--- src/rtl/simon_pkg.sv ---
// Shared constants and state type for the SIMON byte loader.
// Command bytes select the frame type; widths match the cipher core.
package simon_pkg;

  localparam logic [7:0] CMD_KEY = 8'h4B;
  localparam logic [7:0] CMD_PT  = 8'h50;

  localparam int KEY_W = 64;
  localparam int BLK_W = 32;

  typedef enum logic [2:0] {
    IDLE,
    KEY,
    PT,
    ISSUE,
    GAP
  } loader_state_t;

endpackage

--- src/rtl/simon_byte_loader.sv ---
// Byte-serial loader that assembles the key and plaintext for simon_pipeline
// and issues one start pulse per plaintext block.
//
// state | meaning
// IDLE  | waiting for a command byte (din_ready=1)
// KEY   | collecting KEY_BYTES key payload bytes
// PT    | collecting PT_BYTES plaintext payload bytes
// ISSUE | start pulse, plaintext valid, din_ready=0
// GAP   | START_GAP idle cycles with din_ready=0
module simon_byte_loader
  import simon_pkg::*;
#(
  parameter int KEY_BYTES = 8,
  parameter int PT_BYTES  = 4,
  parameter int START_GAP = 0
) (
  input  logic             clk,
  input  logic             rst,
  input  logic [7:0]       din,
  input  logic             din_valid,
  output logic             din_ready,
  output logic [KEY_W-1:0] keytext,
  output logic [BLK_W-1:0] plaintext,
  output logic             start,
  output logic             key_loaded,
  output logic             err
);

  localparam logic [3:0] KEY_LAST = 4'(KEY_BYTES - 1);
  localparam logic [3:0] PT_LAST  = 4'(PT_BYTES - 1);
  localparam int         GAP_INIT = (START_GAP > 0) ? START_GAP - 1 : 0;

  loader_state_t    state, state_n;
  logic [3:0]       cnt;
  logic [3:0]       gap_cnt;
  logic [KEY_W-1:0] key_sh;
  logic [BLK_W-1:0] pt_sh;
  logic             accept;
  logic             xfer;
  logic             bad_cmd;

  // Ready is decoded from state only, and forced low while reset is held.
  assign accept    = (state == IDLE) || (state == KEY) || (state == PT);
  assign din_ready = accept & rst;
  assign xfer      = din_valid & din_ready;
  assign start     = (state == ISSUE);
  assign bad_cmd   = !((din == CMD_KEY) || (din == CMD_PT && key_loaded));

  always_ff @(posedge clk or negedge rst) begin
    if (!rst) state <= IDLE;
    else      state <= state_n;
  end

  always_comb begin
    state_n = state;
    case (state)
      IDLE: begin
        if (xfer && din == CMD_KEY)                 state_n = KEY;
        else if (xfer && din == CMD_PT && key_loaded) state_n = PT;
      end
      KEY:   if (xfer && cnt == KEY_LAST) state_n = IDLE;
      PT:    if (xfer && cnt == PT_LAST)  state_n = ISSUE;
      ISSUE: state_n = (START_GAP > 0) ? GAP : IDLE;
      GAP:   if (gap_cnt == 4'd0) state_n = IDLE;
      default: state_n = IDLE;
    endcase
  end

  always_ff @(posedge clk or negedge rst) begin
    if (!rst) begin
      cnt        <= 4'd0;
      gap_cnt    <= 4'd0;
      key_sh     <= '0;
      pt_sh      <= '0;
      keytext    <= '0;
      plaintext  <= '0;
      key_loaded <= 1'b0;
      err        <= 1'b0;
    end else begin
      err <= 1'b0;
      case (state)
        IDLE: begin
          if (xfer) begin
            cnt <= 4'd0;
            err <= bad_cmd;
          end
        end
        KEY: begin
          if (xfer) begin
            key_sh <= {key_sh[KEY_W-9:0], din};
            if (cnt == KEY_LAST) begin
              keytext    <= {key_sh[KEY_W-9:0], din};
              key_loaded <= 1'b1;
              cnt        <= 4'd0;
            end else begin
              cnt <= cnt + 4'd1;
            end
          end
        end
        PT: begin
          if (xfer) begin
            pt_sh <= {pt_sh[BLK_W-9:0], din};
            if (cnt == PT_LAST) begin
              plaintext <= {pt_sh[BLK_W-9:0], din};
              cnt       <= 4'd0;
            end else begin
              cnt <= cnt + 4'd1;
            end
          end
        end
        ISSUE: gap_cnt <= 4'(GAP_INIT);
        GAP:   if (gap_cnt != 4'd0) gap_cnt <= gap_cnt - 4'd1;
        default: ;
      endcase
    end
  end

endmodule

--- config.mk ---
export PLATFORM = sky130hd
export DESIGN_NAME = simon_byte_loader
export DESIGN_NICKNAME = d
export VERILOG_FILES = /design/src/rtl/simon_pkg.sv /design/src/rtl/simon_byte_loader.sv
export SDC_FILE = /design/constraint.sdc
export NUM_CORES = 1
export LEC_CHECK = 0
export CAP_MARGIN = 30
export CORE_MARGIN = 2
export CORE_UTILIZATION = 54
export CTS_BUF_LIST = sky130_fd_sc_hd__clkbuf_16
export CTS_CLUSTER_SIZE = 25
export DETAILED_ROUTE_END_ITERATION = 8
export GPL_ROUTABILITY_DRIVEN = 0
export PLACE_DENSITY = 0.86
export SYNTH_ARGS = -nofsm -noshare
export SYNTH_HDL_FRONTEND = slang
export SYNTH_SLANG_ARGS = --single-unit
--- constraint.sdc ---
create_clock -name clk -period 2.4 [get_ports clk]
set_input_delay 0.48 -clock clk [delete_from_list [all_inputs] [get_ports clk]]
set_output_delay 0.48 -clock clk [all_outputs]
set_load 0.02 [all_outputs]
# Yosys cells after proc, flatten, opt, wreduce, memory -nomap -nowiden

Cells that the tools add are included.

Add/sub/neg operators: 2
Multiply operators: 0
Divide/modulo/power cells: 0
Magnitude comparators: 0
Equal/unequal tests: 16
Shift operators: 0
Muxes and demuxes: 16
Bitwise gates (word level): 2
Reduce and logical (&&, ||, !) cells: 22

Operator list:

| cell                | number |
|---|---|
| $mux 4              | 6 |
| $eq 8x7->1 const B  | 2 |
| $mux 3              | 5 |
| $pmux 3 s4          | 1 |
| $pmux 4 s3          | 1 |
| $ne 2x2->1 const B  | 5 |
| $pmux 4 s2          | 1 |
| $reduce_and 4->1    | 2 |
| $eq 3x2->1 const B  | 2 |
| $logic_and 1x1->1   | 6 |
| $reduce_and 2->1    | 3 |
| $reduce_and 3->1    | 2 |
| $add 4x1->4 const B | 1 |
| $eq 4x2->1 const B  | 1 |
| $eq 4x3->1 const B  | 1 |
| $logic_not 4->1     | 1 |
| $ne 2x1->1 const B  | 2 |
| $reduce_bool 4->1   | 1 |
| $sub 4x1->4 const B | 1 |
| $eq 3x1->1 const B  | 1 |
| $eq 3x3->1 const B  | 1 |
| $logic_not 3->1     | 1 |
| $logic_or 1x1->1    | 3 |
| $ne 3x1->1 const B  | 1 |
| 5 further kinds     | 7 |

Flip-flop bits (word level): 189
Latch bits: 0
Memory bits (writable): 0
ROM bits: 0
Output and inout bits: 100
Memories: 0

# Logic depth before layout (Yosys ltp)

Word-level depth: 10
Mapped depth: 8
Mapped depth without buffers: 6

# Worst setup path after synthesis

No wires, ideal clock.

Kind: register to register
Start: register state[0]
End: register plaintext[10]
Arrival time: 2.061 ns
Path slack: 0.214 ns
Stages on the path, launching flop included: 8
Buffers on the path: 2
Path through: dfrtp_1 > ha_1 > nor2b_4 > nand3_4 > or4_1 > buf_2 > buf_6 > mux2_4

Word-level cells in the longest chain between the ends: 6

RTL lines:

| what                                                 | RTL line                 | source |
|---|---|---|
| from (decl)                                          | simon_byte_loader.sv:33  | `loader_state_t state, state_n;` |
| from (signal assigned)                               | simon_byte_loader.sv:51  | `else state <= state_n;` |
| $eq 3x1->1 / $logic_not 3->1 (equally long branches) | simon_byte_loader.sv:43  | `assign accept = (state == IDLE) \|\| (state == KEY) \|\| (state == PT);` |
| $logic_or 1x1->1                                     | simon_byte_loader.sv:43  |  |
| $logic_or 1x1->1 *                                   | simon_byte_loader.sv:43  |  |
| $and 1x1->1 *                                        | simon_byte_loader.sv:44  | `assign din_ready = accept & rst;` |
| net din_ready                                        | simon_byte_loader.sv:21  | `output logic din_ready,` |
| $and 1x1->1 *                                        | simon_byte_loader.sv:45  | `assign xfer = din_valid & din_ready;` |
| $reduce_and 3->1 (no source line) *                  | n/a                      |  |
| to (signal assigned)                                 | simon_byte_loader.sv:104 | `plaintext <= {pt_sh[BLK_W-9:0], din};` |
| to (decl)                                            | simon_byte_loader.sv:23  | `output logic [BLK_W-1:0] plaintext,` |

The timed path passes the listed nets; every way through them passes the cells marked *.
A chain may end at the register's enable or synchronous reset.

# Worst setup path after layout

Start: register state[1]
End: register state[1]

Word-level cells in the longest chain between the ends: 9

RTL lines:

| what                                                 | RTL line                                         | source |
|---|---|---|
| $eq 3x1->1 / $logic_not 3->1 (equally long branches) | simon_byte_loader.sv:43, simon_byte_loader.sv:56 |  |
| $logic_or 1x1->1 (2 in a row)                        | simon_byte_loader.sv:43                          |  |
| $and 1x1->1                                          | simon_byte_loader.sv:44                          |  |
| $and 1x1->1                                          | simon_byte_loader.sv:45                          |  |
| $logic_and 1x1->1 (2 in a row)                       | simon_byte_loader.sv:59                          | `else if (xfer && din == CMD_PT && key_loaded) state_n = PT;` |
| $ne 3x1->1 (no source line)                          | n/a                                              |  |
| $reduce_and 4->1 (no source line)                    | n/a                                              |  |

Several ways; a longest one is shown, not always the timed one.

==> run_results.csv <==
group,metric,value,unit
synth,yosys.area.top_type,"dfrtp_1",
synth,synth_fp_nets,450,
final_layout,drive_above_1_share,0.4021,
detailed_routing,wl,14.13,mm
min_path,hold_class,"input port to async pin",
synth,ys_async_sr_fraction,1.000,
synth,synth_seq_cells,184,
clock_network,post_cts_buffers,0,
floorplan,design.portCount,111,
final_layout,num_antenna_cells,0,
timing,finalCriticalPeriod,2.225,ns
clock_network,cts_inserted_buffers,17,
setup_path,start_kind,"register",
power_and_ir_drop,pwr-share-seq,0.497,
power_and_ir_drop,intPower,5.468,mW
synth,synth-edff-count,0,
setup_path,cp_cell_sequence,"inv_1, ha_1, or4b_2, nor2_1, o221ai_1, a22oi_1",
detailed_routing,antenna_left,0,
detailed_routing,drc,0,
clock_network,h-tree-depth,4,
synth,synthFlopType,"dfrtp_1",
timing,period_share,0.9269,
floorplan,fp.dieW,119.5,um
setup_path,crit_fanout,8,
power_and_ir_drop,p_total,7.078,mW
final_layout,nFillCells,866,
floorplan,die_y,119.5,um
power_and_ir_drop,power.switching,1.611,mW
synth,synth_cell_types,36,
clock_network,clk_pin_slew,0.06,ns
clock_network,numClockSinks,184,
final_layout,fin_cells,748,
detailed_routing,drt_pass1_iterations,4,
detailed_routing,vias,4089,
final_layout,syn2layout_area_growth,28.58,%
clock_network,cts_tree,"done",
grt,gr-total-overflow,0,
grt,grt-busiest-layer,"met2",
final_layout,layout_commonest_cell,"dfrtp_1",
timing,rsz0062_at_grt,"false",
power_and_ir_drop,power_frac_clock,0.419,
setup_path,required,2.73,ns
timing,drv_slew,0,
floorplan,rows,42,
power_and_ir_drop,power.density,764.0,nW/um^2
place,post_dp_cell_area,8602,um^2
synth,yosysSeqAreaShare,0.6390,
grt,grt_usage,0.2114,
grt,grt_use_met1,0.2713,
setup_path,path_buf_inv,1,
clock_network,clk_path_buf_depth,2,
grt,grt_max_degree,81,
setup_path,worstSetupPathType,"register to register",
place,io_buffers,110,
job,cap_violations,0,
setup_path,arrival,2.56,ns
detailed_routing,vias_per_cell,5.467,
setup_path,max_stage_delay,0.75,ns
synth,syn_avg_cell_area,16.60,um^2
place,dp_hpwl,9.582,mm
floorplan,die_area,14280,um^2
timing,relSlewSlack,0.4820,
final_layout,most-common-layout-cells,"dfrtp_1, mux2_2, clkdlybuf4s50_1",
timing,worst_pin_slew,0.7704,ns
detailed_routing,wl_per_cell,18.89,um
synth,synth_top_area_share,0.6390,
power_and_ir_drop,peakVddDrop,0.3896,mV
timing,hold_viol,0,
timing,final.setup.tns,0,ns
clock_network,root_buffer,"clkbuf_16",
timing,setup_viol,0,
grt,grt_antenna_before_repair,0,
clock_network,clkLatencyLatePin,0.42,ns
clock_network,post_cts_resized,0,
timing,fmax,449.5,MHz
power_and_ir_drop,p_leak,4.622,nW
power_and_ir_drop,p_comb_frac,0.084,
place,dp.cells,715,
grt,grt_first_pass_wirelength,23.17,mm
floorplan,initial_utilization,0.5485,
synth,syn-cell-area,7206,um^2
synth,synthesis.instances,434,
setup_path,cp_slowest_cell,"or4b_2",
final_layout,postLayoutCellArea,9265,um^2
detailed_routing,drt_iter0_drc,241,
floorplan,coreArea,13140,um^2
synth,synth.area.top_cells,"dfrtp_1, mux2_2, mux2_4, buf_2, ha_1",
status,run_status,"completed",
power_and_ir_drop,swShare,0.2275,
grt,gr-usage-met3,0.04135,
timing,finalClockSkew,0.004886,ns
clock_network,cts-hold-fix-buffers,0,
synth,yosys_warnings,0,
final_layout,finalNetCount,575,
grt,grt_pass1_vias,4342,
setup_path,crit_family,"simple AND/OR/NAND/NOR gates",
grt,grtUsageMet2,0.3514,
setup_path,crit_path_end_kind,"register",
-- layer usage --
metal | up-vias | routed length, um
met4 | 0 | 390
met1 | 2109 | 6002
met2 | 117 | 7245
met3 | 36 | 493
li1 | 1827 | -
met5 | - | 0
-- worst reg2reg max path, delay by kind of cell, from the launching register on --
| family | cells | cell delay (ns) |
|---|---|---|
| AO/OA/AOI/OAI | 2 | 0.44 |
| AND/OR/NAND/NOR | 2 | 0.93 |
| buffers and inverters | 1 | 0.10 |
| adder cells (fa/ha/maj) | 1 | 0.30 |
| flip-flops | 1 | 0.38 |
-- path summary, 6_finish.rpt --
check	start	endpoint	slack, ns	cells past startpoint
max in group asynchronous	rst	keytext[28]$_DFFE_PN0P_	1.12	4
min in group clk	keytext[46]$_DFFE_PN0P_	keytext[46]$_DFFE_PN0P_	0.50	1
worst max register to register	state[1]$_DFFE_PN0P_	state[1]$_DFFE_PN0P_	0.18	6
worst min register to register	keytext[46]$_DFFE_PN0P_	keytext[46]$_DFFE_PN0P_	0.50	1
worst min-delay path	rst	pt_sh[8]$_DFFE_PN0P_	0.20	2
worst max-delay path	state[1]$_DFFE_PN0P_	state[1]$_DFFE_PN0P_	0.18	6
-- sequential cells by signal (all words and copies together) (netlist names) --
| register | cells |
|---|---|
| keytext | 64 |
| pt_sh | 24 |
| state | 2 |
| plaintext | 32 |
| key_sh | 56 |
| cnt | 4 |
| key_loaded | 1 |
| err | 1 |
-- synth_stat cells, drive strengths merged, types with 2 or more instances --
| master | instances |
|---|---|
| nand2 | 8 |
| ha | 5 |
| or4b | 2 |
| a21oi | 3 |
| o21ai | 3 |
| mux2 | 176 |
| nor4 | 2 |
| inv | 3 |
| nand3 | 2 |
| o41ai | 2 |
| clkbuf | 3 |
| dfrtp | 184 |
| nand3b | 2 |
| buf | 17 |
| nor2 | 3 |
| or4 | 2 |
-- per-stage QoR --
| stage | hold WS, ns | setup slack, ns | util |
|---|---|---|---|
| 3_3_place_gp | 0.4833 | 0.04065 | 0.6548 |
| 6_report | 0.2014 | 0.1753 | 0.7052 |
| 2_1_floorplan | 0.1844 | 0.2136 | - |
| 5_1_grt | 0.2499 | 0.08374 | 0.7052 |
| 4_1_cts | 0.2135 | 0.01481 | 0.7030 |
| 3_5_place_dp | 0.4931 | 0.01596 | 0.6548 |
-- cell families after synthesis --
kind of cell | synth area share
DFF | 0.6390
muxes | 0.2921
and+or+nand+nor | 0.02587
buffers and inverters | 0.01754
AOI/OAI and AO/OA | 0.01563
adders and majority gates | 0.008682
xor gates and xnor gates | 0.001216
-- power groups by stage --
stage / combinational [mW] / sequential, mW / clock [mW]
2_1_floorplan: 0.391 / 3.50 / 0
3_3_place_gp: 0.549 / 3.54 / 0
3_5_place_dp: 0.584 / 3.57 / 0
4_1_cts: 0.592 / 3.52 / 3.00
5_1_grt: 0.654 / 3.55 / 3.16
6_report: 0.595 / 3.52 / 2.97
-- area by class of cell --
class                   count  area, um^2  area share
well taps                 176       220.2     0.02377
clock inverters            15       207.7     0.02242
multi-input cells         227        2486      0.2683
flip-flops and latches    184        4604      0.4970
inverters                   3       11.26    0.001215
clock buffers              17       425.4     0.04591
repair buffers            126        1310      0.1414
(Power assumes the default switching activity.)
